<file path="config.mk">
export PLATFORM = sky130hd
export DESIGN_NAME = req_arbiter_8
export DESIGN_NICKNAME = d
export VERILOG_FILES = /design/src/rtl/req_arbiter_8.sv
export SDC_FILE = /design/constraint.sdc
export NUM_CORES = 1
export LEC_CHECK = 0
export ABC_CLOCK_PERIOD_IN_PS = 4600
export CAP_MARGIN = 20
export CORE_ASPECT_RATIO = 0.8
export CORE_MARGIN = 4
export CORE_UTILIZATION = 58
export CTS_CLUSTER_DIAMETER = 40
export DETAILED_ROUTE_END_ITERATION = 10
export GPL_ROUTABILITY_DRIVEN = 0
export PLACE_DENSITY = 0.93
export SKIP_CTS_REPAIR_TIMING = 1
export SYNTH_ARGS = -nofsm -noshare
export SYNTH_HDL_FRONTEND = slang
export SYNTH_SLANG_ARGS = --single-unit
</file>
<file path="constraint.sdc">
create_clock -name clk -period 4.6 [get_ports clk]
set_clock_uncertainty 0.1 [all_clocks]
set_input_delay 0.46 -clock clk [delete_from_list [all_inputs] [get_ports clk]]
set_output_delay 0.46 -clock clk [all_outputs]
set_load 0.02 [all_outputs]
</file>
<file path="src/rtl/req_arbiter_8.sv">
// req_arbiter_8: 8-requester arbiter with fixed/round-robin priority and hold timeout.
// Rev 1.0 - initial release.
`default_nettype none

module req_arbiter_8 #(
  parameter int MAX_HOLD = 16,
  parameter int CNT_W    = 8
) (
  input  logic       clk,
  input  logic       rst,
  input  logic [7:0] req,
  input  logic       rr_en,
  output logic [7:0] gnt,
  output logic [2:0] gnt_id,
  output logic       gnt_valid,
  output logic       timeout
);

  typedef enum logic [0:0] {
    IDLE  = 1'b0,
    GRANT = 1'b1
  } state_t;

  localparam logic [CNT_W-1:0] HOLD_LIMIT = CNT_W'(MAX_HOLD);

  state_t           state;
  logic [CNT_W-1:0] hold_cnt;
  logic [2:0]       last;
  logic [7:0]       excluded;

  logic [7:0] eligible;
  logic [2:0] base;
  logic [2:0] idx;
  logic [2:0] winner;
  logic       found;

  // Scan positions relative to base; the highest relative position wins, so
  // with base=last the search order is last-1, last-2, ..., last.
  always_comb begin
    eligible = req & ~excluded;
    base     = rr_en ? last : 3'd0;
    winner   = 3'd0;
    found    = 1'b0;
    idx      = 3'd0;
    for (int j = 0; j < 8; j++) begin
      idx = 3'(j) + base;
      if (eligible[idx]) begin
        found  = 1'b1;
        winner = idx;
      end
    end
  end

  always_ff @(posedge clk) begin
    if (rst) begin
      state     <= IDLE;
      gnt       <= 8'd0;
      gnt_id    <= 3'd0;
      gnt_valid <= 1'b0;
      timeout   <= 1'b0;
      hold_cnt  <= '0;
      last      <= 3'd0;
      excluded  <= 8'd0;
    end else begin
      case (state)
        IDLE: begin
          timeout  <= 1'b0;
          excluded <= 8'd0;
          if (found) begin
            gnt       <= 8'(1) << winner;
            gnt_id    <= winner;
            gnt_valid <= 1'b1;
            hold_cnt  <= CNT_W'(1);
            last      <= winner;
            state     <= GRANT;
          end
        end
        GRANT: begin
          if (req[gnt_id] && (hold_cnt < HOLD_LIMIT)) begin
            hold_cnt <= hold_cnt + CNT_W'(1);
          end else begin
            // A still-requesting owner was cut off: flag it and bar it from the next arbitration.
            if (req[gnt_id]) begin
              timeout  <= 1'b1;
              excluded <= gnt;
            end
            gnt       <= 8'd0;
            gnt_id    <= 3'd0;
            gnt_valid <= 1'b0;
            hold_cnt  <= '0;
            state     <= IDLE;
          end
        end
        default: state <= IDLE;
      endcase
    end
  end

endmodule

`default_nettype wire
</file>
==> results.txt, run 1 <==
All-Layer GR Usage = 27.8%
die height = 66.7 µm
worst-skew pair later-pin latency = 0.29 ns
Post-route DRC = 0
worst reg2reg endpoint = gnt[0]$_SDFFE_PP0P_
commonest cells after routing, fill and taps aside = dfxtp_1, clkdlybuf4s50_1, nor2_1
Worst path top cell family by delay = simple AND/OR/NAND/NOR gates
final worst path period share = 82.5%
Synth async-reset ratio = 0%
Setup TNS = 0 ns
Final Slew Violations = 0
multiplexer share of the synthesized area = 14.7%
simple-gate share of the synthesized area = 22.1%
DP HPWL = 4.94 mm
Port Buffers = 23
synth unique cells = 68
core area = 4180 µm²
Max FO, Critical Path = 17
internal power = 909 µW
Max Cap Violations = 0
die span in x = 81.4 µm
Max Clk Rate = 0.263 GHz
post-synthesis adder-cell area fraction = 1.00%
Worst-Margin Slew = 0.984 ns
post-route ant nets = 0
Max stage delay on crit path = 0.64 ns
post-synthesis compound-gate area fraction = 27.0%
most common cell after layout, fill and taps aside = dfxtp_1
final WL = 6.85 mm
Power Dens Cells = 572 nW/µm²
vias in the first global route = 2286
unrepaired setup endpoints after global routing = no
LEAKAGE = 1.05 nW
#FFs+latches synth = 33
CP Launch Type = input pin
Num CTS Buffers = 5
CTS sink count = 33
largest net degree at the start of global routing = 28
clock root buffer = clkbuf_8
Die ar. = 5430 µm²
crit-path cells = clkdlybuf4s50_1 -> and2_4 -> clkinv_2 -> ha_1 -> nand3b_1 -> a221o_1 -> o211ai_1 -> nand2_1 -> or4_4 -> nor2b_4 -> nor2b_4 -> a32o_1
final net count = 310
Hold Vio Cnt, Final = 0
Cells after Synth = 281
Worst R2R Start = last[0]$_SDFFE_PP0P_
H-Tree Level Count = 2
Post-Syn Nets = 294
CP Capture Point = gnt[0]$_SDFFE_PP0P_
CTS Buffer Depth = 2
initial antenna violation count = 0
Flop pwr share = 26.3%
total gr overflow = 0
cell row count = 21
CP max-delay cell = clkdlybuf4s50_1
Top FF cell, synth = dfxtp_1
final setup vio count = 0
share of cells above drive strength 1 = 13.8%
EDFF count, synth = 0
Comb pwr share = 56.3%
Crit path arrival time = 3.87 ns
Ports = 24
Worst R2R Setup Slack = 0.92 ns
TritonCTS clock tree = built
Switch Pwr = 710 µW
maximum vdd drop = 0.361 mV
WL/cell = 19.3 µm
Crit path depth = 12
non-filler cells, final = 355
synthesized cell area = 2500 µm²
largest family of logic cells by synthesized area = compound AO/OA/AOI/OAI gates
Required @ worst endpoint = 4.68 ns
Setup crit end kind = flip-flop
CP Buf/Inv Count = 2
Layout area overhead = 13.2%
register area share after synthesis = 26.4%
Most common cell on crit path = nor2b_4
initial core utilization = 59.8%
status = complete, no violations
min Tclk post-route = 3.80 ns
post-DR vias/cell = 6.79
Vias = 2410
Slew HR = 34.0%
crit path from = rr_en
Hold Crit Class = reg -> reg
YS warnings = 0
XOR/XNOR Fraction of Synth Area = 1.40%
Net Sw Frac = 43.9%
Clk pin slew, worst setup/hold paths = 0.07 ns
clock power share = 17.4%
First-pass DRT Iterations = 5
Crit Path Category = in -> reg
first-pass GRT wire length = 11.5 mm
cell count after placement = 347
syn_area_per_cell = 8.90 µm²
ant diodes = 0
starting DRC count in detailed routing = 308
r2r worst-path depth = 11
## logic make-up (layout without fill, tap and decap cells)
group / count (synthesis) / count (layout)
simple gates: 97 / 97
xor+xnor: 4 / 4
compound gates: 88 / 88
fa+ha+maj: 2 / 2
flops: 33 / 33
mux: 22 / 22
buf+inv: 35 / 52
## worst min path at each step
| stage | start | endpoint | slack [ns] | cells after the start |
|---|---|---|---|---|
| final | hold_cnt[7]$_SDFFE_PP0P_ | hold_cnt[7]$_SDFFE_PP0P_ | 0.36 | 1 |
| after CTS | hold_cnt[5]$_SDFFE_PP0P_ | hold_cnt[5]$_SDFFE_PP0P_ | 0.37 | 1 |
| after floorplan | hold_cnt[7]$_SDFFE_PP0P_ | hold_cnt[7]$_SDFFE_PP0P_ | 0.33 | 1 |
| after global placement | hold_cnt[7]$_SDFFE_PP0P_ | hold_cnt[7]$_SDFFE_PP0P_ | 0.34 | 1 |
| after detailed placement | hold_cnt[5]$_SDFFE_PP0P_ | hold_cnt[5]$_SDFFE_PP0P_ | 0.35 | 1 |
| after global routing | hold_cnt[7]$_SDFFE_PP0P_ | hold_cnt[7]$_SDFFE_PP0P_ | 0.40 | 1 |
## synthesized netlist by cell type, types with 3 or more instances
cell       number  share of area, %
nand4b_1        5               1.8
o21a_1          4               1.2
buf_6           5               2.3
nand2b_1       10               2.5
a21oi_1         9               1.8
and2_1          7               1.8
mux2_2          5               2.3
dfxtp_1        33                26
mux4_2         11               9.9
a221oi_1        4               1.4
nor2_1         19               2.9
o211a_1         3               1.2
nor3_1          3              0.60
a32o_1          6               2.4
clkbuf_1        4              0.60
buf_2           5               1.0
mux2i_1         5               2.0
o21ai_0        16               3.2
a22oi_1         3              0.90
inv_1          15               2.3
nor2b_1        12               3.0
nand3_1        14               2.8
o2bb2ai_1       4               1.4
o211ai_1        5               1.5
nand2_1        14               2.1
## routing by layer
| metal | part of all wire [%] | vias up | routed length [µm] | global-route usage, % |
|---|---|---|---|---|
| met5 | 0 | - | 0 | 0 |
| met4 | 3.8 | 0 | 261 | 13.5 |
| met3 | 8.1 | 27 | 554 | 7.16 |
| met2 | 45 | 145 | 3090 | 41.4 |
| met1 | 43 | 1143 | 2940 | 37.1 |
| li1 | - | 1095 | - | - |
## power by group through the flow
stage	Clock [mW]	Combinational, mW	Sequential (mW)
CTS	0.285	0.891	0.422
floorplan	0	0.678	0.413
finish	0.282	0.911	0.426
global route	0.299	0.984	0.431
global placement	0	0.856	0.426
detailed placement	0	0.879	0.426
## area by class of cell
cell class / count / area, µm²
Clock buffer: 7 / 86.3
Clock inverter: 1 / 30.0
Fill cell: 305 / 1350
Inverter: 17 / 65.1
Multi-Input combinational cell: 213 / 1660
Sequential cell: 33 / 661
Tap cell: 57 / 71.3
Timing Repair Buffer: 27 / 260
## flip-flops by register name, summed over array words and instances, names as in the netlist
name / flops
state: 1
gnt_valid: 1
hold_cnt: 8
timeout: 1
gnt: 8
last: 3
excluded: 8
gnt_id: 3
## per-stage QoR
step                power, mW  cell area (µm²)  util (%)  hold slack [ns]  setup WS, ns
floorplan                1.09             2500         -            0.330          1.25
global placement         1.28             2710      64.9            0.342         0.732
detailed placement       1.30             2710      64.9            0.349         0.573
CTS                      1.60             2830      67.7            0.370         0.871
global route             1.71             2830      67.7            0.399         0.630
finish                   1.62             2830      67.7            0.363         0.804
No activity file was read; power rests on OpenSTA's default activity.
==> run 2, diff against run 1 <==
--- a/config.mk
+++ b/config.mk
@@ -5,15 +5,15 @@
 export SDC_FILE = /design/constraint.sdc
 export NUM_CORES = 1
 export LEC_CHECK = 0
-export ABC_CLOCK_PERIOD_IN_PS = 4600
+export ABC_CLOCK_PERIOD_IN_PS = 3320
 export CAP_MARGIN = 20
 export CORE_ASPECT_RATIO = 0.8
 export CORE_MARGIN = 4
-export CORE_UTILIZATION = 58
+export CORE_UTILIZATION = 52
 export CTS_CLUSTER_DIAMETER = 40
 export DETAILED_ROUTE_END_ITERATION = 10
 export GPL_ROUTABILITY_DRIVEN = 0
-export PLACE_DENSITY = 0.93
+export PLACE_DENSITY = 0.88
 export SKIP_CTS_REPAIR_TIMING = 1
 export SYNTH_ARGS = -nofsm -noshare
 export SYNTH_HDL_FRONTEND = slang
==> constraint.sdc (replaced) <==
create_clock -name clk -period 3.32 [get_ports clk]
set_clock_uncertainty 0.1 [all_clocks]
set_input_delay 0.332 -clock clk [delete_from_list [all_inputs] [get_ports clk]]
set_output_delay 0.332 -clock clk [all_outputs]
set_load 0.02 [all_outputs]
==> run 2 against run 1 <==
  * Hold slack better by 0.0041 ns
  * Clock power grew 4%
  * Total power increased by 46%
  * Sequential share of layout area down 1.7 points
  * Routed wire length grew 5.1%
  * Critical endpoint unchanged
  * Largest cell class unchanged
  * Highest routed layer unchanged
==> results.txt, run 2 (synthesis results as in run 1) <==
vias in the first global route = 2394 (+4.7%)
most common cell after layout, fill and taps aside = buf_4
share of cells above drive strength 1 = 23.3% (+9.6 points)
CTS sink count = 33 (unchanged)
Layout area overhead = 22.2%
final hold slack = 0.367 ns (+0.00414 ns)
Crit path arrival time = 3.09 ns (-0.78 ns)
initial core utilization = 54.1% (-5.8 points)
final worst path period share = 90.9%
maximum vdd drop = 0.544 mV (+51%)
cell row count = 22 (+4.8%)
Max FO, Critical Path = 5 (-12)
Setup crit end kind = flip-flop
fillcell total = 374 (+23%)
Final Slew Violations = 0 (unchanged)
Post-route DRC = 0 (unchanged)
largest net degree at the start of global routing = 17 (-39%)
core area = 4620 µm² (+11%)
final net count = 342 (+10%)
Die ar. = 5990 µm² (+10%)
commonest cells after routing, fill and taps aside = buf_4, dfxtp_1, clkdlybuf4s50_1
status = complete, no violations
Ports = 24 (unchanged)
post-DR vias/cell = 6.46 (-4.8%)
die span in x = 85.5 µm (+5.1%)
final setup vio count = 0 (unchanged)
Vias = 2521 (+4.6%)
Slew HR = 37.9% (+3.9 points)
Worst-Margin Slew = 0.926 ns (-0.0585 ns)
clock root buffer = clkbuf_8
first-pass GRT wire length = 11.9 mm (+3.7%)
ant diodes = 0 (unchanged)
Max Cap Violations = 0 (unchanged)
All-Layer GR Usage = 24.6% (-3.1 points)
TritonCTS clock tree = built
CTS Buffer Depth = 2 (unchanged)
Hold Crit Class = reg -> reg
post-route ant nets = 0 (unchanged)
starting DRC count in detailed routing = 253 (-18%)
Max stage delay on crit path = 0.58 ns (-0.06 ns)
largest registers = excluded (8), gnt (8), hold_cnt (8)
multi-input logic area = 1670 µm² (+0.60%)
initial antenna violation count = 0 (unchanged)
Num CTS Buffers = 5 (unchanged)
crit-path cells = and2_1 -> inv_2 -> ha_1 -> nand3b_1 -> a221o_1 -> o211ai_1 -> nand2_1 -> or4_4 -> nor2b_4 -> nor2b_4 -> a32o_1
Clk pin slew, worst setup/hold paths = 0.07 ns (about the same)
min Tclk post-route = 3.02 ns
LEAKAGE = 1.19 nW (+14%)
total power = 2.37 mW (+46%)
final WL = 7.20 mm (+5.1%)
area of all sequential standard cells = 661 µm² (unchanged)
CP max-delay cell = or4_4
CP Launch Type = flip-flop
die height = 70.0 µm (+4.9%)
Hold Vio Cnt, Final = 0 (unchanged)
Power Dens Cells = 775 nW/µm² (+36%)
total gr overflow = 0 (unchanged)
Most common cell on crit path = nor2b_4
Required @ worst endpoint = 3.39 ns (-1.29 ns)
unrepaired setup endpoints after global routing = no
DP HPWL = 5.48 mm (+11%)
First-pass DRT Iterations = 5 (unchanged)
WL/cell = 18.5 µm (-4.3%)
Crit Path Category = reg -> reg
Port Buffers = 23 (unchanged)
worst-skew pair later-pin latency = 0.29 ns (about the same)
H-Tree Level Count = 2 (unchanged)
Max Clk Rate = 0.331 GHz
[run 2: cell types whose count changed in the layout (fill, tap and decap cells not counted), sizes merged]
cell and delta:
bufinv -1, clkbuf -2, clkdlybuf4s50 -1, clkinvlp +1
clkinv +2, dlymetal6s2s +1, buf +32
[run 2: metrics by stage]
step	instances	util (%)	TNS, ns	instance area [µm²]	setup slack, ns
2_1_floorplan	281	-	0	2500	0.0969
3_3_place_gp	382	63.9	-0.897	2960	-0.0789
3_5_place_dp	382	63.9	-2.70	2960	-0.179
4_1_cts	390	65.8	0	3040	0.0993
5_1_grt	390	66.1	0	3060	0.163
6_report	390	66.1	0	3060	0.303
[run 2: worst max-delay path: cells and delay by family (launching register included)]
family | cells | cell delay, ns
simple gates | 6 | 1.42
compound gates | 3 | 0.77
flops | 1 | 0.35
fa+ha+maj | 1 | 0.21
buf+inv | 1 | 0.04
[run 2: power by group]
group	switching (mW)	internal (mW)
registers	0.0932	0.465
clock network	0.149	0.144
logic	0.798	0.720
[run 2: cell type report]
type                       instances  area share [%]
sequential                        33            21.6
tap                               60            2.46
inverter                          17            2.13
timing repair buffer              59            16.5
clock buffer                       5            2.25
clock inverter                     3           0.573
multi-input combinational        213            54.5
[run 2: layer usage]
metal	global-route usage [%]	share of wire (%)
met2	38.7	46
met4	9.14	2.5
met5	0	0
met3	4.01	6.6
met1	33.8	44
[run 2: final timing paths]
check                                 from                  endpoint  slack (ns)  cells past startpoint
setup reg to reg      last[1]$_SDFFE_PP0P_       gnt[0]$_SDFFE_PP0P_        0.30                     11
hold / removal    hold_cnt[6]$_SDFFE_PP0P_  hold_cnt[6]$_SDFFE_PP0P_        0.37                      1
hold reg to reg   hold_cnt[6]$_SDFFE_PP0P_  hold_cnt[6]$_SDFFE_PP0P_        0.37                      1
setup / recovery      last[1]$_SDFFE_PP0P_       gnt[0]$_SDFFE_PP0P_        0.30                     11
==> run 3, diff against run 2 <==
--- a/config.mk
+++ b/config.mk
@@ -12,8 +12,7 @@
 export CORE_UTILIZATION = 52
 export CTS_CLUSTER_DIAMETER = 40
 export DETAILED_ROUTE_END_ITERATION = 10
-export GPL_ROUTABILITY_DRIVEN = 0
-export PLACE_DENSITY = 0.88
+export PLACE_DENSITY_LB_ADDON = 0.08
 export SKIP_CTS_REPAIR_TIMING = 1
 export SYNTH_ARGS = -nofsm -noshare
 export SYNTH_HDL_FRONTEND = slang
==> run 3 against run 2 <==
  * Hold slack gained 0.0048 ns
  * Clock power grew 3%
  * First-iteration DRC count shrank 31%
  * Largest power group unchanged
==> results.txt, run 3 (synthesis results as in run 1) <==
status = complete, no violations
commonest cells after routing, fill and taps aside = buf_4, dfxtp_1, clkdlybuf4s50_1
worst-skew pair later-pin latency = 0.28 ns (about the same)
Crit path arrival time = 3.14 ns (+0.05 ns)
H-Tree Level Count = 2 (unchanged)
DP HPWL = 5.44 mm (-0.60%)
vias in the first global route = 2164 (-9.6%)
Hold Vio Cnt, Final = 0 (unchanged)
Max FO, Critical Path = 5 (unchanged)
Net Sw Frac = 43.0% (-0.94 points)
placed instance area = 2960 µm² (+0.25%)
clock power share = 12.8% (+0.4 points)
Placement Setup Slack = -0.221 ns (-0.0427 ns)
Switch Pwr = 1.01 mW (-2.5%)
Slew HR = 32.7% (-5.1 points)
final setup vio count = 0 (unchanged)
Port Buffers = 23 (unchanged)
WL/cell = 17.3 µm (-6.5%)
Ports = 24 (unchanged)
clock root buffer = clkbuf_8
post-DR vias/cell = 6.17 (-4.6%)
Comb pwr share = 63.7% (-0.3 points)
initial antenna violation count = 0 (unchanged)
fin area = 3070 µm² (+0.57%)
final worst path period share = 92.4% (+1.5 points)
internal power = 1.35 mW (+1.4%)
All-Layer GR Usage = 23.6% (-0.99 points)
unrepaired setup endpoints after global routing = no
Power Dens Cells = 769 nW/µm² (-0.89%)
Vias = 2411 (-4.4%)
largest net degree at the start of global routing = 17 (unchanged)
ant diodes = 0 (unchanged)
Max Clk Rate = 0.326 GHz (-1.6%)
die span in x = 85.5 µm (unchanged)
most common cell after layout, fill and taps aside = buf_4
Num CTS Buffers = 5 (unchanged)
share of cells above drive strength 1 = 23.6% (+0.23 points)
Flop pwr share = 23.5% (about the same)
routability cong. = 0.984
post-route ant nets = 0 (unchanged)
CP Launch Type = flip-flop
Post-route DRC = 0 (unchanged)
final net count = 344 (+0.58%)
TritonCTS clock tree = built
initial core utilization = 54.1% (unchanged)
min Tclk post-route = 3.07 ns (+0.0494 ns)
Die ar. = 5990 µm² (unchanged)
first-pass GRT wire length = 11.2 mm (-5.9%)
Required @ worst endpoint = 3.39 ns (about the same)
cell row count = 22 (unchanged)
Setup crit end kind = flip-flop
CTS Buffer Depth = 2 (unchanged)
final setup margin = 0.254 ns (-0.0494 ns)
Crit Path Category = reg -> reg
fillcell total = 406 (+8.6%)
die height = 70.0 µm (unchanged)
Max Cap Violations = 0 (unchanged)
Hold Crit Class = reg -> reg
starting DRC count in detailed routing = 174 (-31%)
Final Slew Violations = 0 (unchanged)
LEAKAGE = 1.21 nW (+0.92%)
largest registers = excluded (8), gnt (8), hold_cnt (8)
final WL = 6.75 mm (-6.3%)
CTS sink count = 33 (unchanged)
core area = 4620 µm² (unchanged)
total power = 2.36 mW (-0.32%)
Worst-Margin Slew = 1.00 ns (+0.0766 ns)
maximum vdd drop = 0.467 mV (-14%)
total gr overflow = 0 (unchanged)
Clk pin slew, worst setup/hold paths = 0.06 ns (about the same)
First-pass DRT Iterations = 5 (unchanged)
Layout area overhead = 22.9%
Setup TNS = 0 ns (unchanged)
-- run 3: layout make-up --
type                            count  area [µm²]  share of cell area [%]
Tap cell                           60        75.1                    2.44
Timing Repair Buffer               61         518                    16.9
Sequential cell                    33         661                    21.5
Inverter                           17        65.1                    2.12
Multi-Input combinational cell    213        1670                    54.3
Clock buffer                        7        86.3                    2.81
-- run 3: path summary, 6_finish.rpt --
| kind | startpoint | to | slack, ns | cells after the start |
|---|---|---|---|---|
| worst min register to register | hold_cnt[5]$_SDFFE_PP0P_ | hold_cnt[5]$_SDFFE_PP0P_ | 0.37 | 1 |
| worst min-delay path | hold_cnt[5]$_SDFFE_PP0P_ | hold_cnt[5]$_SDFFE_PP0P_ | 0.37 | 1 |
| worst max-delay path | last[1]$_SDFFE_PP0P_ | gnt[4]$_SDFFE_PP0P_ | 0.25 | 11 |
| worst max register to register | last[1]$_SDFFE_PP0P_ | gnt[4]$_SDFFE_PP0P_ | 0.25 | 11 |
-- run 3: worst max-delay path: stages, from the launching register on --
cell and delay (ns):
dfxtp_1 0.40, and2_4 0.18, inv_2 0.03, ha_1 0.22, nand3b_1 0.25, a221o_1 0.38
o211ai_1 0.13, nand2_1 0.11, or4_4 0.58, nor2b_4 0.17, nor2b_4 0.17, a32o_1 0.23
-- run 3: metrics by stage --
step           cells  util, %  hold slack [ns]
2_1_floorplan    281        -            0.330
5_1_grt          391     66.5            0.385
6_report         391     66.5            0.372
3_3_place_gp     383     64.1            0.345
3_5_place_dp     383     64.1            0.346
4_1_cts          390     66.0            0.366
-- run 3: power by group through the flow --
| stage | combinational, mW | sequential, mW | clock (mW) |
|---|---|---|---|
| finish | 1.50 | 0.555 | 0.302 |
| CTS | 1.47 | 0.554 | 0.306 |
| detailed placement | 1.46 | 0.562 | 0 |
| floorplan | 0.940 | 0.573 | 0 |
| global placement | 1.46 | 0.564 | 0 |
| global route | 1.64 | 0.566 | 0.319 |
-- run 3: layer usage --
layer	global-route usage (%)	wire, µm	up-vias
li1	-	-	1164
met1	38.4	3340	1152
met2	30.8	2770	86
met3	6.25	583	9
met4	3.87	59	0
met5	0	0	-
==> RTL edit (config.mk and constraints of run 3) <==
`CNT_W`: 8 -> 12.
--- a/src/rtl/req_arbiter_8.sv
+++ b/src/rtl/req_arbiter_8.sv
@@ -5,5 +5,5 @@
 module req_arbiter_8 #(
   parameter int MAX_HOLD = 16,
-  parameter int CNT_W    = 8
+  parameter int CNT_W    = 12
 ) (
   input  logic       clk,
Behaviour: same outputs for any inputs over 10 cycles, from zero or initial values and one cycle with rst high; that may be too few to reach the edited logic, so the function may still have changed.
==> RTL edit against run 3 <==
Routed wire length is 4.5% higher. Worst setup slack worse by 0.081 ns. Final area is 4.9% higher. Non-clock buffer count is 11 higher. Synthesized area is 0.65% higher. Sequential cell count is 4 higher. Total power is 13% higher. Critical endpoint is now gnt[2]. Largest cell class unchanged.
==> RTL edit: results <==
{
  "run_status": "finished, final reports clean",
  "ff2ff_setup_slack_ns": 0.17,
  "nFillCells": 385,
  "ys_top_cells_by_count": "37 x dfxtp_1, 24 x nand2_1, 22 x mux2i_1, 21 x nor2_1, 15 x nand2b_1",
  "synth_xor_area_share_pct": 1.39,
  "utilization_pct": 69.7,
  "yosys.area_share.adder_pct": 0.995,
  "placed_area_sq_um": 3140,
  "vdd_ir_drop_max_mv": 0.420,
  "crit_path_max_fanout": 5,
  "hpwl_mm": 5.62,
  "synthTopCellsByArea": "dfxtp_1 29%, mux4_2 12%, mux2i_1 8.8%, nand2b_1 3.7%, nand2_1 3.6%",
  "num-clock-buffers": 6,
  "wl_mm": 7.05,
  "clock_area_share_pct": 2.56,
  "avgSynthCellArea_sq_um": 9.60,
  "min_period_ns": 3.15,
  "gp_congestion": 1.01,
  "multi_input_area_sq_um": 1710,
  "seq_cell_power_w": 0.000628,
  "dp_cells": 380,
  "comb_cell_power_w": 0.00174,
  "crit_arrival_ns": 3.25,
  "slew_headroom_pct": 29.8,
  "postSynth.asyncResetShare_pct": 0,
  "slowest_stage": "mux4_2",
  "nets": 340,
  "place_ws_ns": -0.298,
  "vias_per_cell": 6.26,
  "multi_input_cells": 208,
  "swShare_pct": 43.1,
  "switchingPower_w": 0.00115,
  "inv_count": 3,
  "grt_pass1_wl_mm": 11.4,
  "synth-compound-area-share_pct": 20.0,
  "timing.hold.ws_ns": 0.343,
  "sh_seq_area_pct": 23.0,
  "grt_pass1_vias": 2259,
  "power_leakage_nw": 1.30,
  "grt_start_max_net_pins": 18,
  "stdcell_area_sq_um": 3220,
  "synth_nets": 275,
  "drt-initial-drc-count": 273,
  "n_all_buffers": 72,
  "synth_warnings": 0,
  "cts_num_sinks": 37,
  "cts_max_level": 2,
  "drive_gt1_share_pct": 27.7,
  "muxShareOfSynthArea_pct": 23.2,
  "num_vias": 2430,
  "synth_seq_area_share_pct": 29.4,
  "bufAreaShareNonClock_pct": 18.6,
  "largestRegisters": "hold_cnt (12), excluded (8), gnt (8)",
  "grt_use_total_pct": 24.0
}
-- RTL edit: cells by family (layout without fill, tap and decap cells) --
family,Yosys count,count (layout)
buf+inv,17,83
xor+xnor,4,4
compound gates,64,64
flops,37,37
mux,41,41
simple gates,97,97
fa+ha+maj,2,2
-- RTL edit: per-layer routing --
metal / vias to the layer above / routed length (um) / track usage (%)
li1: 1139 / - / -
met1: 1163 / 3310 / 36.9
met2: 117 / 2950 / 33.3
met3: 11 / 704 / 5.66
met4: 0 / 91 / 5.62
met5: - / 0 / 0
-- RTL edit: tightest hold or removal path, cell delays in order (launching register included) --
cell and delay, ns:
dfxtp_1 0.31, nand2_1 0.05, nand2_1 0.04
-- RTL edit: final timing paths --
kind              startpoint   endpoint  cells past startpoint
setup / recovery     last[0]     gnt[2]                     10
hold / removal     gnt_valid  gnt_valid                      2
setup reg to reg     last[0]     gnt[2]                     10
hold reg to reg    gnt_valid  gnt_valid                      2
